===== config.mk =====
export PLATFORM = sky130hd
export DESIGN_NAME = mem_byte_packer_flat
export DESIGN_NICKNAME = d
export VERILOG_FILES = /design/src/rtl/mem_byte_packer_if.sv /design/src/rtl/mem_byte_packer.sv /design/src/flat_wrapper.sv
export SDC_FILE = /design/constraint.sdc
export NUM_CORES = 1
export LEC_CHECK = 0
export ABC_AREA = 1
export BUFFER_PORTS_ARGS = -buffer_cell sky130_fd_sc_hd__buf_2
export CAP_MARGIN = 25
export CELL_PAD_IN_SITES_DETAIL_PLACEMENT = 1
export CELL_PAD_IN_SITES_GLOBAL_PLACEMENT = 1
export CORE_MARGIN = 10
export CORE_UTILIZATION = 45
export CTS_CLUSTER_SIZE = 28
export DETAILED_ROUTE_END_ITERATION = 10
export PLACE_DENSITY = 0.9
export REMOVE_ABC_BUFFERS = 1
export SYNTH_ARGS = -nofsm -noshare
export SYNTH_HDL_FRONTEND = slang
export SYNTH_SLANG_ARGS = --single-unit

===== constraint.sdc =====
create_clock -name clk -period 8.4 [get_ports clk]
set_input_delay 0 -clock clk [delete_from_list [all_inputs] [get_ports clk]]
set_output_delay 0 -clock clk [all_outputs]
set_load 0.005 [all_outputs]

===== src/rtl/mem_byte_packer_if.sv =====
// Byte-stream write sequencer bus bundle: command, byte stream and RAM write port.
interface mem_byte_packer_if #(
  parameter int ADDR_W = 8
);
  logic                start;
  logic [ADDR_W+1:0]   base_addr;
  logic [ADDR_W+2:0]   length;
  logic                busy;
  logic                done;
  logic                s_valid;
  logic [7:0]          s_data;
  logic                s_ready;
  logic                wren;
  logic [ADDR_W-1:0]   wraddress;
  logic [3:0]          byteena_a;
  logic [31:0]         data;

  // Master issues commands and bytes and observes the RAM write port.
  modport master (
    output start, base_addr, length, s_valid, s_data,
    input  busy, done, s_ready, wren, wraddress, byteena_a, data
  );

  // Slave is the packer itself.
  modport slave (
    input  start, base_addr, length, s_valid, s_data,
    output busy, done, s_ready, wren, wraddress, byteena_a, data
  );
endinterface


===== src/rtl/mem_byte_packer.sv =====
// Packs a byte stream into byte-enabled 32-bit word writes for the 256x32 RAMs.
// A word is flushed on lane 3 or on the last byte; flush and the next byte
// acceptance share a cycle so the stream never stalls.
module mem_byte_packer #(
  parameter int ADDR_W = 8
) (
  input logic                clk,
  input logic                rst,
  mem_byte_packer_if.slave   bus
);

  typedef enum logic [1:0] {
    IDLE = 2'd0,
    RUN  = 2'd1,
    DONE = 2'd2
  } state_t;

  state_t              state_q, state_d;
  logic [ADDR_W+1:0]   ptr_q, ptr_d;
  logic [ADDR_W+2:0]   rem_q, rem_d;
  logic [31:0]         accData_q, accData_d;
  logic [3:0]          accBe_q, accBe_d;
  logic                wren_q, wren_d;
  logic [ADDR_W-1:0]   wrAddr_q, wrAddr_d;
  logic [3:0]          be_q, be_d;
  logic [31:0]         data_q, data_d;

  logic                accept;
  logic                lastByte;
  logic [31:0]         mergedData;
  logic [3:0]          mergedBe;

  assign bus.busy      = (state_q != IDLE);
  assign bus.done      = (state_q == DONE);
  assign bus.s_ready   = (state_q == RUN) && (rem_q != '0);
  assign bus.wren      = wren_q;
  assign bus.wraddress = wrAddr_q;
  assign bus.byteena_a = be_q;
  assign bus.data      = data_q;

  assign accept   = bus.s_valid && bus.s_ready;
  assign lastByte = (rem_q == (ADDR_W+3)'(1));

  // Accumulator with the incoming byte dropped into its lane.
  always_comb begin
    mergedData = accData_q;
    mergedData[{ptr_q[1:0], 3'b000} +: 8] = bus.s_data;
    mergedBe = accBe_q | (4'b0001 << ptr_q[1:0]);
  end

  // Next state, byte pointer bookkeeping and registered write-port contents.
  always_comb begin
    state_d   = state_q;
    ptr_d     = ptr_q;
    rem_d     = rem_q;
    accData_d = accData_q;
    accBe_d   = accBe_q;
    wren_d    = 1'b0;
    wrAddr_d  = '0;
    be_d      = '0;
    data_d    = '0;
    case (state_q)
      IDLE: begin
        if (bus.start) begin
          if (bus.length != '0) begin
            ptr_d     = bus.base_addr;
            rem_d     = bus.length;
            accData_d = '0;
            accBe_d   = '0;
            state_d   = RUN;
          end else begin
            state_d = DONE;
          end
        end
      end
      RUN: begin
        if (accept) begin
          ptr_d = ptr_q + (ADDR_W+2)'(1);
          rem_d = rem_q - (ADDR_W+3)'(1);
          if ((ptr_q[1:0] == 2'd3) || lastByte) begin
            wren_d    = 1'b1;
            wrAddr_d  = ptr_q[ADDR_W+1:2];
            be_d      = mergedBe;
            data_d    = mergedData;
            accData_d = '0;
            accBe_d   = '0;
          end else begin
            accData_d = mergedData;
            accBe_d   = mergedBe;
          end
          if (lastByte) begin
            state_d = DONE;
          end
        end
      end
      DONE: begin
        state_d = IDLE;
      end
      default: begin
        state_d = IDLE;
      end
    endcase
  end

  // State and write-port registers; reset discards any partial word.
  always_ff @(posedge clk or posedge rst) begin
    if (rst) begin
      state_q   <= IDLE;
      ptr_q     <= '0;
      rem_q     <= '0;
      accData_q <= '0;
      accBe_q   <= '0;
      wren_q    <= 1'b0;
      wrAddr_q  <= '0;
      be_q      <= '0;
      data_q    <= '0;
    end else begin
      state_q   <= state_d;
      ptr_q     <= ptr_d;
      rem_q     <= rem_d;
      accData_q <= accData_d;
      accBe_q   <= accBe_d;
      wren_q    <= wren_d;
      wrAddr_q  <= wrAddr_d;
      be_q      <= be_d;
      data_q    <= data_d;
    end
  end

endmodule


===== src/flat_wrapper.sv =====
// flat-port wrapper written by rule: the top's interface ports become plain ports
module mem_byte_packer_flat 
#(
  parameter int ADDR_W = 8
)
  (clk, rst, bus_start, bus_base_addr, bus_length, bus_s_valid, bus_s_data, bus_busy, bus_done, bus_s_ready, bus_wren, bus_wraddress, bus_byteena_a, bus_data);
  mem_byte_packer_if #(.ADDR_W(ADDR_W)) bus_i ();
  input logic clk;
  input logic rst;
  input wire logic [$bits(bus_i.start)-1:0] bus_start;
  input wire logic [$bits(bus_i.base_addr)-1:0] bus_base_addr;
  input wire logic [$bits(bus_i.length)-1:0] bus_length;
  input wire logic [$bits(bus_i.s_valid)-1:0] bus_s_valid;
  input wire logic [$bits(bus_i.s_data)-1:0] bus_s_data;
  output wire logic [$bits(bus_i.busy)-1:0] bus_busy;
  output wire logic [$bits(bus_i.done)-1:0] bus_done;
  output wire logic [$bits(bus_i.s_ready)-1:0] bus_s_ready;
  output wire logic [$bits(bus_i.wren)-1:0] bus_wren;
  output wire logic [$bits(bus_i.wraddress)-1:0] bus_wraddress;
  output wire logic [$bits(bus_i.byteena_a)-1:0] bus_byteena_a;
  output wire logic [$bits(bus_i.data)-1:0] bus_data;
  assign bus_i.start = bus_start;
  assign bus_i.base_addr = bus_base_addr;
  assign bus_i.length = bus_length;
  assign bus_i.s_valid = bus_s_valid;
  assign bus_i.s_data = bus_s_data;
  assign bus_busy = bus_i.busy;
  assign bus_done = bus_i.done;
  assign bus_s_ready = bus_i.s_ready;
  assign bus_wren = bus_i.wren;
  assign bus_wraddress = bus_i.wraddress;
  assign bus_byteena_a = bus_i.byteena_a;
  assign bus_data = bus_i.data;
  mem_byte_packer #(.ADDR_W(ADDR_W)) u_core (.clk(clk), .rst(rst), .bus(bus_i));
endmodule

==> summary.md <==
| Metric | Value |
|---|---|
| Seq/Total Area, Yosys | `between 50 and 60%` |
| Hold Startpoint | `bus_start` |
| Pwr dens | `~350 nW/um2` |
| #FFs+latches synth | `104` |
| RSZ-0062 raised after global routing | `no` |
| Outcome | `finished, violations left` |
| Reg2reg start | `u_core.state_q[1]` |
| CP top delay family | `simple AND/OR/NAND/NOR gates` |
| Ports | `81` |
| Slowest CP cell | `nand2_4` |
| Final net count | `760` |
| Share of layout cells above drive strength 1 | `15.3%` |
| Yosys warning total | `0` |
| Skew final | `about 0.012 ns` |
| Total power | `2.09 mW` |
| Met2 wire len | `8030 um` |
| Minimum clock period | `between 3 and 4 ns` |
| First-pass GRT wire length | `25400 um` |
| Hold_ws | `-0.00486 ns` |
| Clk sinks | `roughly 100` |
| Final setup viols | `0` |
| Core area | `11000 um2` |
| Commonest non-fill, non-tap cells in the layout | `nand2_1, dfrtp_1, buf_2` |
| Clock Tree Buf Depth | `2` |
| Wire per inst | `approximately 18 um` |
| Setup TNS | `0 ns` |
| Ant diodes | `0` |
| Slew @ Worst Pin | `between 0.9 and 1 ns` |
| First DRT Iteration DRCs | `440` |
| CTS tree | `yes` |
| Die Wd | `127 um` |
| Commonest non-fill, non-tap cell in the layout | `nand2_1` |
| Gr usage total | `19.1%` |
| Final Max Slew Viols | `0` |
| WS Path Type | `flop to flop` |
| Failing checks | `negative hold slack` |
| Mapped Cells | `643` |
| Num CTS Buffers | `9` |
| Rel. slew slack | `39.2%` |
| Final Cycle Share | `38.0%` |
| Top cell by count, worst path | `nand2_1` |
| Cell variety after synth | `32` |
| Pre-CTS setup slack | `5.21 ns` |
| Worst-path maximum fanout | `99` |
| Endpoints failing hold | `1` |
| CP cell instances | `inv_1 > nand2_1 > inv_2 > o21ai_4 > nand2_4 > inv_1 > nand2_1 > nand2_1` |
| Port-buffer cells | `80` |
| Root Buffer Master | `clkbuf_16` |
| DR WL met3 | `792 um` |
| Initial Utilization | `46.7%` |
| Area grow syn2layout | `17.0%` |
| Die area | `16100 um2` |
| WL met1 | `6410 um` |
| Die height | `127 um` |
| Avg Inst Size Synth | `8.00 um2` |
| Crit path capture type | `flop` |
| Cts repair resizes | `0` |
| Drt via density | `~5.4` |
| Crit start category | `flop` |
| Remaining antenna violation count | `0` |
| Worst Setup SP | `u_core.state_q[1]` |
| Post-DP HPWL | `between 10000 and 15000 um` |
| Vias in the first global route | `a little over 5k` |
| Post-route DRC | `0` |
| Smallest setup slack after layout | `5.20 ns` |
| Routability cong. | `approximately 0.86` |
| Drt first pass iters | `4` |
| Synth Cell Area | `5150 um2` |
| WL final | `15400 um` |
| Antenna violations before repair | `0` |
| # rows | `38` |
| Maxcap violations | `0` |
| H-tree Lvls | `3` |
| Grt total ovfl | `0` |
| DR top layer | `met4` |
| Fmax | `313 MHz` |
| Leak Pwr | `3.03 nW` |
| Max stage delay on crit path | `0.70 ns` |
| Largest net degree at the start of global routing | `100` |
| Crit path buffers/inverters | `3` |
| CP Data Arrival Time | `around 3.4 ns` |
| Via count | `4623` |
| WP data required | `about 8.6 ns` |
| Reg clk slew, reported paths | `0.07 ns` |
| Clock Latency Late Sink | `approximately 0.35 ns` |
| Hold Path Class | `input port to flop` |
| VDD IR-drop max | `0.215 mV` |
-- cells by family (layout without fill, tap and decap cells) --
family / Yosys count / after routing / synth area share, %
buf+inv: 73 / 151 / 6.10
flops: 104 / 104 / 50.6
fa+ha+maj: 11 / 11 / 2.67
compound gates: 85 / 85 / 8.78
xor+xnor: 1 / 1 / 0.170
mux: 1 / 1 / 0.195
simple gates: 368 / 368 / 31.5
-- final timing paths --
path                            depth (start not counted)  slack, ns                 endpoint
max in group asynchronous                               4       6.94      u_core.accData_q[7]
worst max register to register                          8       5.20          u_core.rem_q[8]
worst min register to register                          1       0.49  u_core.bus.byteena_a[3]
min in group asynchronous                               3       0.24       u_core.bus.data[1]
worst min-delay path                                    3     -0.005        u_core.state_q[0]
worst max-delay path                                    8       5.20          u_core.rem_q[8]
-- layer usage --
metal,up-vias,track usage (%)
li1,2202,-
met1,2302,22.0
met2,104,34.6
met3,15,4.12
met4,0,5.49
met5,-,0
-- worst reg2reg max path, delay by kind of cell (launching register included) --
kind | cells | cell delay, ns
flops | 1 | 0.38
buf+inv | 3 | 1.13
compound gates | 1 | 0.15
simple gates | 4 | 1.42
-- flip-flops by register name, indices dropped and copies added, names as in the netlist --
name / count
u_core.bus.wraddress: 8
u_core.ptr_q: 10
u_core.rem_q: 11
u_core.accData_q: 32
u_core.bus.wren: 1
u_core.bus.data: 32
u_core.state_q: 2
u_core.bus.byteena_a: 4
u_core.accBe_q: 4
-- Yosys cell counts, drive strengths merged --
cell type	instances	area, um2
nand4	2	12.5
dfrtp	104	2600
ha	11	138
or2	2	12.5
inv	43	161
o21a	1	7.51
xor2	1	8.76
nand2	239	905
nand3	43	220
o21bai	2	15.0
o22ai	1	6.26
mux2i	1	10.0
buf	18	108
o21ai	77	400
nor3	11	55.1
clkbuf	12	45.0
o211ai	1	7.51
nor2	35	146
a21oi	3	15.0
nand3b	3	22.5
nor3b	33	248
-- layout make-up --
class,count,area (um2)
Clock inverter,4,76.3
Sequential cell,104,2600
Clock buffer,12,256
Fill cell,1375,5010
Timing Repair Buffer,92,513
Multi-Input combinational cell,466,2230
Tap cell,140,175
Inverter,43,164
-- metrics by stage --
stage	hold WS [ns]	cells	utilization [%]	area, um2
2_1_floorplan	0.199	613	-	4990
3_3_place_gp	0.0706	836	50.7	5600
3_5_place_dp	0.0839	836	50.7	5600
4_1_cts	0.000110	861	54.6	6020
5_1_grt	0.0272	861	54.6	6020
6_report	-0.00486	861	54.6	6020
-- report_power, final --
group	switching, mW	leakage (nW)	internal [mW]
Combinational	0.624	1.46	0.257
Sequential	0.113	1.41	0.627
Clock	0.191	0.159	0.278
-- timing repair --
action,in CTS,in global routing
endpoints found under the hold margin,49,0
buffers inserted,0,0
hold buffers,9,0
Note: power is estimated with default switching activity, not from simulation.
